==> src/rtl/sfifo_wr_packer.sv <==
`default_nettype none
// +----------------------------------------------------------------------------+
// | sfifo_wr_packer                                                            |
// | Packs RATIO narrow beats into one keep/last-tagged word for the sync FIFO. |
// | Revision: 1.0                                                              |
// +----------------------------------------------------------------------------+
module sfifo_wr_packer #(
    parameter int IN_WIDTH     = 8,
    parameter int RATIO        = 4,
    parameter int FLUSH_CYCLES = 0,
    localparam int W           = RATIO*IN_WIDTH + RATIO + 1
) (
    input  logic                wclk,
    input  logic                rst_n,
    input  logic                in_valid,
    output logic                in_ready,
    input  logic [IN_WIDTH-1:0] in_data,
    input  logic                in_last,
    input  logic                sfifo_full,
    output logic                wr,
    output logic [W-1:0]        wr_data,
    output logic [15:0]         pkt_cnt,
    output logic                busy
);

    localparam int CW = (RATIO > 1) ? $clog2(RATIO) : 1;
    localparam int DW = RATIO*IN_WIDTH;
    localparam logic [CW-1:0] c_LAST_LANE = CW'(RATIO-1);

    logic [DW-1:0]    r_acc;
    logic [RATIO-1:0] r_keep;
    logic [CW-1:0]    r_cnt;
    logic [W-1:0]     r_hold;
    logic             r_hold_valid;
    logic [15:0]      r_pkt_cnt;

    logic             w_wr;
    logic             w_accept;
    logic             w_complete;
    logic             w_flush;
    logic [DW-1:0]    w_acc_ld;
    logic [RATIO-1:0] w_keep_ld;

    assign w_wr       = r_hold_valid & ~sfifo_full;
    assign in_ready   = ~r_hold_valid | w_wr;
    assign w_accept   = in_valid & in_ready;
    assign w_complete = w_accept & (in_last | (r_cnt == c_LAST_LANE));

    // Accumulator and keep mask as they would look with the current beat loaded
    for (genvar l = 0; l < RATIO; l++) begin : g_lane
        localparam logic [CW-1:0] c_LANE = CW'(l);
        assign w_acc_ld[l*IN_WIDTH +: IN_WIDTH] =
            (r_cnt == c_LANE) ? in_data : r_acc[l*IN_WIDTH +: IN_WIDTH];
        assign w_keep_ld[l] = (r_cnt == c_LANE) | r_keep[l];
    end

    if (FLUSH_CYCLES > 0) begin : g_flush
        localparam int IDW = (FLUSH_CYCLES > 1) ? $clog2(FLUSH_CYCLES) : 1;
        localparam logic [IDW-1:0] c_IDLE_MAX = IDW'(FLUSH_CYCLES-1);
        logic [IDW-1:0] r_idle;

        // r_idle counts idle cycles already elapsed, so the FLUSH_CYCLES-th idle
        // cycle is the one that closes the partial word.
        always_ff @(posedge wclk or negedge rst_n) begin
            if (!rst_n) begin
                r_idle <= '0;
            end else if (w_accept || (r_cnt == '0) || w_flush) begin
                r_idle <= '0;
            end else if (r_idle != c_IDLE_MAX) begin
                r_idle <= r_idle + 1'b1;
            end
        end

        assign w_flush = (r_idle == c_IDLE_MAX) & (r_cnt != '0) & in_ready & ~w_accept;
    end else begin : g_no_flush
        assign w_flush = 1'b0;
    end

    always_ff @(posedge wclk or negedge rst_n) begin
        if (!rst_n) begin
            r_acc        <= '0;
            r_keep       <= '0;
            r_cnt        <= '0;
            r_hold       <= '0;
            r_hold_valid <= 1'b0;
            r_pkt_cnt    <= '0;
        end else begin
            if (w_complete) begin
                r_hold       <= {in_last, w_keep_ld, w_acc_ld};
                r_hold_valid <= 1'b1;
            end else if (w_flush) begin
                r_hold       <= {1'b0, r_keep, r_acc};
                r_hold_valid <= 1'b1;
            end else if (w_wr) begin
                r_hold_valid <= 1'b0;
            end

            if (w_complete || w_flush) begin
                r_acc  <= '0;
                r_keep <= '0;
                r_cnt  <= '0;
            end else if (w_accept) begin
                r_acc  <= w_acc_ld;
                r_keep <= w_keep_ld;
                r_cnt  <= r_cnt + 1'b1;
            end

            if (w_wr && r_hold[W-1]) begin
                r_pkt_cnt <= r_pkt_cnt + 16'd1;
            end
        end
    end

    assign wr      = w_wr;
    assign wr_data = r_hold;
    assign pkt_cnt = r_pkt_cnt;
    assign busy    = r_hold_valid | (r_cnt != '0);

endmodule
`default_nettype wire

==> config.mk <==
export PLATFORM = sky130hd
export DESIGN_NAME = sfifo_wr_packer
export DESIGN_NICKNAME = d
export VERILOG_FILES = /design/src/rtl/sfifo_wr_packer.sv
export SDC_FILE = /design/constraint.sdc
export NUM_CORES = 1
export LEC_CHECK = 0
export CORE_MARGIN = 2
export CORE_UTILIZATION = 53
export CTS_CLUSTER_SIZE = 25
export DETAILED_ROUTE_END_ITERATION = 8
export HOLD_SLACK_MARGIN = 0.02
export MAX_ROUTING_LAYER = met4
export PLACE_DENSITY = 0.83
export SLEW_MARGIN = 20
export SYNTH_ARGS = -nofsm -noshare
export SYNTH_HDL_FRONTEND = slang
export SYNTH_SLANG_ARGS = --single-unit
==> constraint.sdc <==
create_clock -name wclk -period 2.5 [get_ports wclk]
set_input_delay 0.25 -clock wclk [delete_from_list [all_inputs] [get_ports wclk]]
set_output_delay 0.25 -clock wclk [all_outputs]
set_load 0.05 [all_outputs]
==> results of run 1 <==
kinds of logic after synthesis:
logic type	after synthesis	share of synthesized area, %
XOR/XNOR	15	3.431
AND/OR/NAND/NOR	95	12.06
adder cells (fa/ha/maj)	5	1.634
AO/OA/AOI/OAI	71	12.03
buffers and inverters	21	2.353
multiplexers	32	8.366
flip-flops	92	60.13
critical path: cells and delay by family, from the launching register on:
| family | cells | cell delay (ns) |
|---|---|---|
| adders and majority gates | 1 | 0.22 |
| buffers and inverters | 2 | 0.89 |
| DFF | 1 | 0.42 |
| and+or+nand+nor | 1 | 0.08 |
cell type report:
| cell class | instances | area (um2) | area share [%] |
|---|---|---|---|
| sequential | 92 | 2302 | 47.20 |
| multi-input combinational | 218 | 1439 | 29.50 |
| inverter | 5 | 18.77 | 0.3848 |
| timing repair buffer | 77 | 748.2 | 15.34 |
| tap | 96 | 120.1 | 2.463 |
| clock buffer | 10 | 137.6 | 2.822 |
| clock inverter | 6 | 111.4 | 2.283 |
per-stage QoR:
stage,instances,setup slack (ns),power (mW),hold WS (ns)
final,504,0.2853,4.774,0.3814
after global routing,504,0.2086,4.991,0.4147
after CTS,504,0.2636,4.798,0.3808
after detailed placement,487,0.5040,3.599,0.2337
after global placement,487,0.5565,3.555,0.2273
after floorplan,331,0.7279,3.016,-0.04559
sequential cells by signal, summed over array words and instances, names as in the netlist:
register / flops
r_cnt: 2
pkt_cnt: 16
r_keep: 4
r_acc: 32
r_hold_valid: 1
wr_data: 37
repair_timing:
action,in CTS,in global routing
setup endpoints to repair,0,0
hold buffers,1,0
endpoints found under the hold margin,34,0
setup buffers,0,0
Yosys cell counts (all sizes together), types with 2 or more instances:
library cell	count	area share, %
or2	2	0.33
nand3	5	0.65
xor2	3	0.69
buf	10	1.3
mux2i	32	8.4
clkbuf	6	0.59
nand2	52	5.1
xnor2	12	2.7
inv	5	0.49
o21ai	40	5.2
a22o	25	5.7
and3	3	0.49
and2	8	1.3
nor2	14	1.4
nor4	2	0.88
a21oi	3	0.39
dfrtp	92	60
ha	5	1.6
nand4	3	0.49
where the power goes:
group | switching (mW) | internal [mW]
Combinational | 1.07 | 0.572
Sequential | 0.185 | 1.75
Clock | 0.509 | 0.691
metal layers:
| layer | track usage [%] | vias to the layer above | wire, um |
|---|---|---|---|
| met5 | - | - | 0 |
| met4 | 9.769 | 0 | 167 |
| met3 | 2.955 | 15 | 354 |
| met2 | 36.43 | 75 | 4051 |
| met1 | 32.39 | 1349 | 3740 |
| li1 | - | 1286 | - |
path summary, 6_finish.rpt:
check                           slack, ns  depth (start not counted)                       to
worst min register to register       0.47                          1  pkt_cnt[15]$_DFFE_PN0P_
max in group asynchronous            1.35                          3  wr_data[13]$_DFFE_PN0P_
worst max register to register       0.49                          4    r_acc[20]$_DFFE_PN0P_
worst min-delay path                 0.38                          2    r_keep[2]$_DFFE_PN0P_
worst max-delay path                 0.29                          4                     busy
min in group wclk                    0.47                          1  pkt_cnt[15]$_DFFE_PN0P_
==> summary.md, run 1 <==
| Metric | Value |
|---|---|
| GRT Util Overall | 23.72% |
| Fmax achieved | 0.4515 GHz |
| Finish-stage setup viols | 0 |
| Die height | 89.00 um |
| Width of the die | just under 90 um |
| Leak | roughly 2.2 nW |
| Fin area | between 4000 and 5000 um2 |
| # fillers | between 500 and 600 |
| Clock Skew | roughly 0.012 ns |
| Max FO, Critical Path | 5 |
| Final net count | 421 |
| Worst slew pin tran | 0.5859 ns |
| Post-CTS sizing | 0 |
| Synthesized net count | 349 |
| Area Overhead vs Synth | 27.39% |
| CTS tree | done |
| Residual overflow from global routing | 0 |
| Num ports | 69 |
| Vias in the first global route | 2736 |
| Worst r2r src | r_cnt[0]$_DFFE_PN0P_ |
| Min-Delay Path Class | in2async |
| Drc violations | 0 |
| CP startpoint | r_cnt[0]$_DFFE_PN0P_ |
| Syn. warnings | 0 |
| GPL Wtd Cong | 0.8846 |
| Post-Syn Area | 3829 um2 |
| Post-synth cell types | 31 |
| Vias | 2725 |
| Hold Fails Final Rpt | 0 |
| Root Driver | clkbuf_8 |
| VDD IR max | 397.0 uV |
| RSZ-0062 raised after global routing | false |
| Sequential cell area fraction in the yosys report | 60.13% |
| Startpoint types | register |
| Status | finished clean |
| Pwr/cell area | roughly 980 nW/um2 |
| Core Rows | 30 |
| Initial antenna violation count | 0 |
| CTS Buf Count | 9 |
| Clock Path Buffers | 2 |
| Tmin final | about 2.2 ns |
| Die area | 7920 um2 |
| Dominant synthesized flop cell | dfrtp_1 |
| Post-route ant nets | 0 |
| Critical Path RT | between 2 and 2.5 ns |
| Synthesized flop and latch total | 92 |
| Post-Route Utilization | between 70 and 80% |
| PortBufs | slightly below 70 |
| Period Utilization, post-route | 88.59% |
| Commonest cells after routing, fill and taps aside | dfrtp_1 (92), clkdlybuf4s50_1 (67), nand2_1 (51), o21ai_0 (37), mux2i_1 (32) |
| H-tree depth | 3 |
| Crit path largest cell delay | 0.80 ns |
| Most common cell after layout, fill and taps aside | dfrtp_1 |
| Critical Path Sink Type | primary output |
| Post-synthesis async set-or-reset flop share | 100.0% |
| CP max stage cell | clkdlybuf4s50_1 |
| Avg WL per Cell | 16.50 um |
| Clock Sinks | 92 |
| Final setup TNS | 0 ns |
| Starting Density | 55.43% |
| Max transition margin | 60.68% |
| Pin count of the biggest net entering global routing | between 40 and 50 |
| Worst-path cell chain | inv_1 > ha_1 > nand2b_1 > clkdlybuf4s50_1 |
| Share of cells above drive strength 1 | 7.843% |
| Final Routed Wirelength | between 8000 and 9000 um |
| Clk slew on worst S/H paths | 0.09 ns |
| Arrival time worst endpoint | 1.96 ns |
| Clock latency on the worst-skew pair | 0.36 ns |
| First-pass GRT wire length | roughly 14000 um |
| DR iter-0 viols | 160 |
| Avg Cell Area, Syn | 11.57 um2 |
| Placed cell areas | 4618 um2 |
| Critical path class | reg2out |
| Gate Count Post-Synth | 331 |
| CORE AREA | 6907 um2 |
| Dpl hpwl | 5735 um |
| Ant. Diodes | 0 |
| EDFF count, synth | 0 |
| Max-capacitance violation count | 0 |
| Final Max Tran Viols | 0 |
| Vias/cell | 5.407 |
| DR pass1 iterations | 4 |
No activity file was read; power rests on OpenSTA's default activity.
==> inputs of run 2 (changes only) <==
--- a/config.mk
+++ b/config.mk
@@ -5,7 +5,8 @@
 export SDC_FILE = /design/constraint.sdc
 export NUM_CORES = 1
 export LEC_CHECK = 0
-export CORE_MARGIN = 2
+export ABC_AREA = 1
+export ABC_CLOCK_PERIOD_IN_PS = 2500
 export CORE_UTILIZATION = 53
 export CTS_CLUSTER_SIZE = 25
 export DETAILED_ROUTE_END_ITERATION = 8
==> run 2 against run 1 <==
  * Non-clock buffer count decreased by 3
  * Global-route usage up 1.0 points
  * Combinational power increased by 74%
  * Register-to-register slack gained 0.17 ns
  * Flip-flop and latch count is the same
  * Area after synthesis grew 5.1%
  * Final cell count grew 19%
  * Critical path type unchanged
==> summary.md, run 2 <==
| Metric | Value |
|---|---|
| Area Overhead vs Synth | 22.97% (was 27.39%) |
| Post-route ant nets | 0 (unchanged) |
| Max-capacitance violation count | 0 (unchanged) |
| PortBufs | 68 (unchanged) |
| Share of cells above drive strength 1 | 9.145% (was 7.843%) |
| Critical Path Sink Type | primary output (unchanged) |
| Dpl hpwl | 5993 um (was 5735 um) |
| Finish-stage setup viols | 0 (unchanged) |
| Synthesized flop and latch total | 92 (unchanged) |
| Tmin final | 2.083 ns (was 2.215 ns) |
| DR pass1 iterations | 5 (was 4) |
| Placed cell areas | 4746 um2 (was 4618 um2) |
| Vias/cell | 5.281 (was 5.407) |
| Area share of the largest cell type after synthesis | 57.20% (was 60.13%) |
| DR iter-0 viols | 157 (was 160) |
| Residual overflow from global routing | 0 (unchanged) |
| Clock Skew | 0.009180 ns (was 0.01200 ns) |
| Post-CTS Setup Bufs | 0 (unchanged) |
| Vias | 3179 (was 2725) |
| Most common cell after layout, fill and taps aside | dfrtp_1 (unchanged) |
| Ant. Diodes | 0 (unchanged) |
| Period Utilization, post-route | 83.31% (was 88.59%) |
| Startpoint types | register (unchanged) |
| Clk slew on worst S/H paths | 0.09 ns (about the same) |
| Gate Count Post-Synth | 432 (was 331) |
| Min-Delay Path Class | in2async (unchanged) |
| GRT Util Overall | 24.74% (was 23.72%) |
| First-pass GRT wire length | 14320 um (was 13530 um) |
| Commonest cells post-synth | dfrtp_1 (92), nand2_1 (87), nor2_1 (54), inv_1 (47), o21ai_0 (25) (was dfrtp_1 (92), nand2_1 (52), o21ai_0 (37), mux2i_1 (32), a22o_1 (25)) |
| Pwr/cell area | 1209 nW/um2 (was 978.9 nW/um2) |
| Clock latency on the worst-skew pair | 0.35 ns (was 0.36 ns) |
| Starting Density | 55.20% (was 55.43%) |
| Dominant synthesized flop cell | dfrtp_1 (unchanged) |
| Commonest cells after routing, fill and taps aside | dfrtp_1 (92), nand2_1 (87), clkdlybuf4s50_1 (66), nor2_1 (54), inv_1 (47) (was dfrtp_1 (92), clkdlybuf4s50_1 (67), nand2_1 (51), o21ai_0 (37), mux2i_1 (32)) |
| Fmax achieved | 0.4802 GHz (was 0.4515 GHz) |
| Leak | 2.221 nW (was 2.225 nW) |
| Sequential cell area fraction in the yosys report | 57.20% (was 60.13%) |
| Final Routed Wirelength | 8591 um (was 8314 um) |
| Final setup TNS | 0 ns (unchanged) |
| Die area | 7947 um2 (was 7920 um2) |
| Crit path largest cell delay | 0.41 ns (was 0.80 ns) |
| Max reg flops | 37 (unchanged) |
| Count leader, synth | dfrtp_1 (unchanged) |
| Die height | 89.15 um (was 89.00 um) |
| GPL Wtd Cong | 0.8494 (was 0.8846) |
| Crit-path leading delay family | buffers and inverters (unchanged) |
| Initial antenna violation count | 0 (unchanged) |
| CORE AREA | 7292 um2 (was 6907 um2) |
| Critical Path RT | 2.25 ns (about the same) |
| CTS tree | done (unchanged) |
| H-tree depth | 3 (unchanged) |
| Pin count of the biggest net entering global routing | 55 (was 44) |
| Cell accounting for the most synthesized area | dfrtp_1 (unchanged) |
| CP max stage cell | dlymetal6s2s_1 (was clkdlybuf4s50_1) |
| Worst slew pin tran | 0.6169 ns (was 0.5859 ns) |
| Drc violations | 0 (unchanged) |
| Root Driver | clkbuf_8 (unchanged) |
| Post-synth cell types | 31 (unchanged) |
| Clock Sinks | 92 (unchanged) |
| Critical path class | reg2out (unchanged) |
| Post-Syn Area | 4025 um2 (was 3829 um2) |
| CTS Buf Count | 9 (unchanged) |
| Arrival time worst endpoint | 1.83 ns (was 1.96 ns) |
| Synth top area cells | dfrtp_1 (57%), nand2_1 (8.1%), nor2_1 (5.0%), inv_1 (4.4%), o21ai_0 (3.1%) (was dfrtp_1 (60%), mux2i_1 (8.4%), a22o_1 (5.7%), nand2_1 (5.1%), o21ai_0 (4.8%)) |
| Syn. warnings | 0 (unchanged) |
| Max transition margin | 58.73% (was 60.68%) |
| Worst-path cell chain | inv_1 > ha_1 > inv_2 > or2_2 > dlymetal6s2s_1 (was inv_1 > ha_1 > nand2b_1 > clkdlybuf4s50_1) |
| Clock Path Buffers | 2 (unchanged) |
| Synthesized net count | 450 (was 349) |
| Num ports | 69 (unchanged) |
| Max FO, Critical Path | 18 (was 5) |
| Vias in the first global route | 3025 (was 2736) |
| RSZ-0062 raised after global routing | false (unchanged) |
| Avg WL per Cell | 14.27 um (was 16.50 um) |
| Avg Cell Area, Syn | 9.317 um2 (was 11.57 um2) |
| Hold Fails Final Rpt | 0 (unchanged) |
| Core Rows | 31 (was 30) |
| Width of the die | 89.15 um (was 89.00 um) |
| Final net count | 516 (was 421) |
| Status | finished clean (unchanged) |
| WP buf/inv | 3 (was 2) |
| Fin area | 4950 um2 (was 4877 um2) |
| VDD IR max | 671.2 uV (was 397.0 uV) |
| Flop-to-flop setup slack | 0.66 ns (was 0.49 ns) |
| Post-synthesis async set-or-reset flop share | 100.0% (unchanged) |
| Final Max Tran Viols | 0 (unchanged) |
| EDFF count, synth | 0 (unchanged) |
==> run 2: per-stage QoR <==
step | hold slack, ns | utilization (%) | cells | setup slack [ns] | total power [mW]
global placement | 0.2722 | 65.08 | 585 | 0.4685 | 4.965
floorplan | -0.04559 | - | 432 | 0.9572 | 4.168
global route | 0.4720 | 67.88 | 602 | 0.2797 | 6.350
finish | 0.4109 | 67.88 | 602 | 0.4174 | 5.984
CTS | 0.4278 | 67.84 | 602 | 0.01702 | 6.014
detailed placement | 0.2763 | 65.08 | 585 | 0.4036 | 5.045
==> run 2: where the power goes <==
group / total (mW) / switching, mW / internal, mW
Sequential: 2.15 / 0.237 / 1.92
Clock: 0.968 / 0.511 / 0.456
Combinational: 2.86 / 1.94 / 0.917
==> run 2: logic make-up (layout without fill, tap and decap cells) <==
kind of cell    count (synthesis)  after routing  share of synthesized area [%]
xor+xnor                       10             10                          2.176
buf+inv                        70            141                          7.771
flops                          92             92                          57.20
compound gates                 90             90                          14.05
fa+ha+maj                       5              5                          1.554
simple gates                  165            165                          17.25
==> run 2: per-layer routing <==
metal | vias to the layer above | GRT usage [%] | part of all wire (%)
met5 | - | - | 0
met4 | 0 | 10.97 | 1.9
met3 | 20 | 4.524 | 4.5
met2 | 98 | 37.96 | 51
met1 | 1538 | 32.35 | 42
li1 | 1523 | - | -
==> run 2: path summary, 6_finish.rpt <==
kind / end / cells after the start / from
setup / recovery: busy / 5 / r_cnt[0]$_DFFE_PN0P_
hold / removal: pkt_cnt[10]$_DFFE_PN0P_ / 2 / rst_n
setup reg to reg: r_keep[0]$_DFFE_PN0P_ / 6 / r_cnt[0]$_DFFE_PN0P_
hold reg to reg: wr_data[5]$_DFFE_PN0P_ / 2 / wr_data[5]$_DFFE_PN0P_
max in group asynchronous: wr_data[27]$_DFFE_PN0P_ / 3 / rst_n
min in group wclk: wr_data[5]$_DFFE_PN0P_ / 2 / wr_data[5]$_DFFE_PN0P_
==> run 2: cell type report <==
cell class | count | area, um2
Inverter | 51 | 193.9
Fill cell | 575 | 2342
Tap cell | 99 | 123.9
Timing Repair Buffer | 74 | 728.2
Sequential cell | 92 | 2302
Multi-Input combinational cell | 270 | 1410
Clock buffer | 9 | 123.9
Clock inverter | 7 | 67.56
==> run 2: what timing repair did <==
item / 4_1_cts / 5_1_grt
setup endpoints to repair: 0 / 1
gates resized for setup: 0 / 1
endpoints found under the hold margin: 40 / 0
hold buffers: 1 / 0
==> inputs of run 3 (changes only) <==
--- a/config.mk
+++ b/config.mk
@@ -6,13 +6,13 @@
 export NUM_CORES = 1
 export LEC_CHECK = 0
 export ABC_AREA = 1
-export ABC_CLOCK_PERIOD_IN_PS = 2500
-export CORE_UTILIZATION = 53
+export ABC_CLOCK_PERIOD_IN_PS = 1700
+export CORE_UTILIZATION = 48
 export CTS_CLUSTER_SIZE = 25
 export DETAILED_ROUTE_END_ITERATION = 8
 export HOLD_SLACK_MARGIN = 0.02
 export MAX_ROUTING_LAYER = met4
-export PLACE_DENSITY = 0.83
+export PLACE_DENSITY = 0.79
 export SLEW_MARGIN = 20
 export SYNTH_ARGS = -nofsm -noshare
 export SYNTH_HDL_FRONTEND = slang
==> constraint.sdc (replaced) <==
create_clock -name wclk -period 1.7 [get_ports wclk]
set_input_delay 0.17 -clock wclk [delete_from_list [all_inputs] [get_ports wclk]]
set_output_delay 0.17 -clock wclk [all_outputs]
set_load 0.05 [all_outputs]
==> run 3 against run 2 <==
  * The flow now finishes with violations (DRC)
  * Clock power is 45% higher
  * Worst hold slack lost 0.099 ns
  * Global-route usage shrank 2.5 points
  * Non-clock buffer count rose by 10
  * Flip-flop and latch count stayed put
  * Power up 48%
  * Clock skew grew 0.0067 ns
  * Critical path type unchanged
  * Wire length grew 1.9%
  * Register-to-register slack got worse by 0.56 ns
  * Worst setup slack worse by 0.37 ns
==> summary.md, run 3 (same netlist as run 2, synthesis figures left out) <==
| Metric | Value |
|---|---|
| Pwr/cell area | 1771 nW/um2 (was 1209 nW/um2) |
| VDD IR max | 1013 uV (was 671.2 uV) |
| Clock latency on the worst-skew pair | 0.36 ns (was 0.35 ns) |
| CP startpoint | r_cnt[0]$_DFFE_PN0P_ (unchanged) |
| Vias | 3196 (was 3179) |
| Arrival time worst endpoint | 1.48 ns (was 1.83 ns) |
| H-tree depth | 3 (unchanged) |
| Core Rows | 33 (was 31) |
| CTS tree | done (unchanged) |
| Post-Route Utilization | 61.39% (was 67.88%) |
| Share of cells above drive strength 1 | 20.86% (was 9.145%) |
| Switching Fraction | 45.13% (was 44.99%) |
| Clk slew on worst S/H paths | 0.09 ns (about the same) |
| DR iter-0 viols | 168 (was 157) |
| Post-route ant nets | 0 (unchanged) |
| Vias in the first global route | 3044 (was 3025) |
| Most common cell after layout, fill and taps aside | dfrtp_1 (unchanged) |
| Final Routed Wirelength | 8750 um (was 8591 um) |
| GRT Util Overall | 22.21% (was 24.74%) |
| Vias/cell | 5.172 (was 5.281) |
| DR pass1 iterations | 6 (was 5) |
| Worst slew pin tran | 0.5591 ns (was 0.6169 ns) |
| Dpl hpwl | 6196 um (was 5993 um) |
| Hold Fails Final Rpt | 0 (unchanged) |
| Max reg flops | 37 (unchanged) |
| Total Power | 8.886 mW (was 5.984 mW) |
| Starting Density | 49.23% (was 55.20%) |
| Worst r2r src | r_cnt[0]$_DFFE_PN0P_ (unchanged) |
| Die area | 8756 um2 (was 7947 um2) |
| R2R Path End | r_keep[0]$_DFFE_PN0P_ (unchanged) |
| Fmax achieved | 0.6052 GHz |
| Critical path class | reg2out (unchanged) |
| Reg power frac | 35.8% (was 36.0%) |
| Max FO, Critical Path | 18 (unchanged) |
| Worst hold slack | 0.3117 ns (was 0.4109 ns) |
| Combinational fraction of design power | 48.4% (was 47.8%) |
| Clock Path Buffers | 2 (unchanged) |
| Critical Path RT | 1.53 ns (was 2.25 ns) |
| First-pass GRT wire length | 14410 um (was 14320 um) |
| Width of the die | 93.58 um (was 89.15 um) |
| Drc violations | 2 (was 0) |
| Commonest cells after routing, fill and taps aside | dfrtp_1 (92), nand2_1 (87), buf_4 (57), nor2_1 (54), inv_1 (45) (was dfrtp_1 (92), nand2_1 (87), clkdlybuf4s50_1 (66), nor2_1 (54), inv_1 (47)) |
| Clock Power Share | 15.8% (was 16.2%) |
| Avg WL per Cell | 14.16 um (was 14.27 um) |
| Setup slack after layout | 0.04769 ns (was 0.4174 ns) |
| Critical Path End | busy (unchanged) |
| Final net count | 526 (was 516) |
| CORE AREA | 8175 um2 (was 7292 um2) |
| Sw power | 4.010 mW (was 2.692 mW) |
| Leak | 2.428 nW (was 2.221 nW) |
| Internal power | 4.875 mW (was 3.292 mW) |
| PortBufs | 68 (unchanged) |
| Area Overhead vs Synth | 24.68% (was 22.97%) |
| Flop-to-flop setup slack | 0.10 ns (was 0.66 ns) |
| Critical Path Sink Type | primary output (unchanged) |
| Max-capacitance violation count | 0 (unchanged) |
| Failing checks | DRC |
| Clock Skew | 0.01586 ns (was 0.009180 ns) |
| Tmin final | about 1.7 ns |
| Root Driver | clkbuf_8 (unchanged) |
| Pin count of the biggest net entering global routing | 37 (was 55) |
| Dpl ws | 0.1016 ns (was 0.4036 ns) |
| Residual overflow from global routing | 0 (unchanged) |
| Die height | 93.58 um (was 89.15 um) |
| Reg2Reg Depth | 8 (was 6) |
| CTS Buf Count | 9 (unchanged) |
| Final Max Tran Viols | 0 (unchanged) |
| Startpoint types | register (unchanged) |
| Fin area | 5019 um2 (was 4950 um2) |
| Clock Sinks | 92 (unchanged) |
| Status | complete, but fails checks (was finished clean) |
| Finish-stage setup viols | 0 (unchanged) |
| Period Utilization, post-route | 97.19% |
| Initial antenna violation count | 0 (unchanged) |
| Ant. Diodes | 0 (unchanged) |
| Num ports | 69 (unchanged) |
| Min-Delay Path Class | in2async (unchanged) |
| Placed cell areas | 4783 um2 (was 4746 um2) |
| Max transition margin | 62.73% (was 58.73%) |
| GPL Wtd Cong | 0.8215 (was 0.8494) |
-- run 3: cell types whose count changed in the layout (fill, tap and decap cells not counted), moves of 5 or more --
cell,change
buf_12,+8
buf_4,+51
clkdlybuf4s50_1,-55
dlygate4sd2_1,+5
-- run 3: stage by stage --
step	TNS, ns	std cells
3_3_place_gp	0	598
3_5_place_dp	0	598
6_report	0	618
2_1_floorplan	0	432
5_1_grt	-0.004067	618
4_1_cts	0	617
-- run 3: layer usage --
layer	GRT usage, %	part of all wire [%]	vias up
met1	28.86	44	1545
met3	3.821	4.9	15
li1	-	-	1542
met2	34.44	49	94
met4	9.744	2.0	0
met5	-	0	-
-- run 3: power groups by stage --
stage / clock (mW) / combinational [mW] / sequential, mW
after CTS: 1.44 / 4.30 / 3.19
after global placement: 0 / 4.12 / 3.21
after global routing: 1.52 / 4.64 / 3.26
after floorplan: 0 / 1.53 / 4.60
final: 1.40 / 4.30 / 3.18
after detailed placement: 0 / 4.23 / 3.23
-- run 3: worst min-delay path by stage --
stage                     startpoint                      to  slack, ns  cells after the start
after detailed placement       rst_n  pkt_cnt[9]$_DFFE_PN0P_       0.16                      1
after CTS                      rst_n  pkt_cnt[9]$_DFFE_PN0P_       0.33                      2
after global placement         rst_n  pkt_cnt[9]$_DFFE_PN0P_       0.16                      1
after floorplan                rst_n  pkt_cnt[0]$_DFFE_PN0P_      -0.13                      0
final                          rst_n  pkt_cnt[7]$_DFFE_PN0P_       0.31                      2
after global routing           rst_n  pkt_cnt[9]$_DFFE_PN0P_       0.36                      2
-- run 3: cell type report --
cell class / count / area [um2]
Fill cell: 700 / 3157
Sequential cell: 92 / 2302
Timing Repair Buffer: 84 / 777.0
Tap cell: 105 / 131.4
Multi-Input combinational cell: 270 / 1428
Inverter: 51 / 196.4
Clock buffer: 11 / 131.4
Clock inverter: 5 / 52.55
-- run 3: timing repair --
action                     in CTS  in global routing
setup buffers                   2                  1
gates resized for setup        11                  3
hold endpoints to repair       34                  0
hold buffers                    1                  0
setup endpoints to repair       6                 10
-- run 3: critical path: stages (launching register included) --
cell	delay (ns)
dfrtp_1	0.40
inv_2	0.10
ha_4	0.16
inv_4	0.08
or2_4	0.25
buf_12	0.15
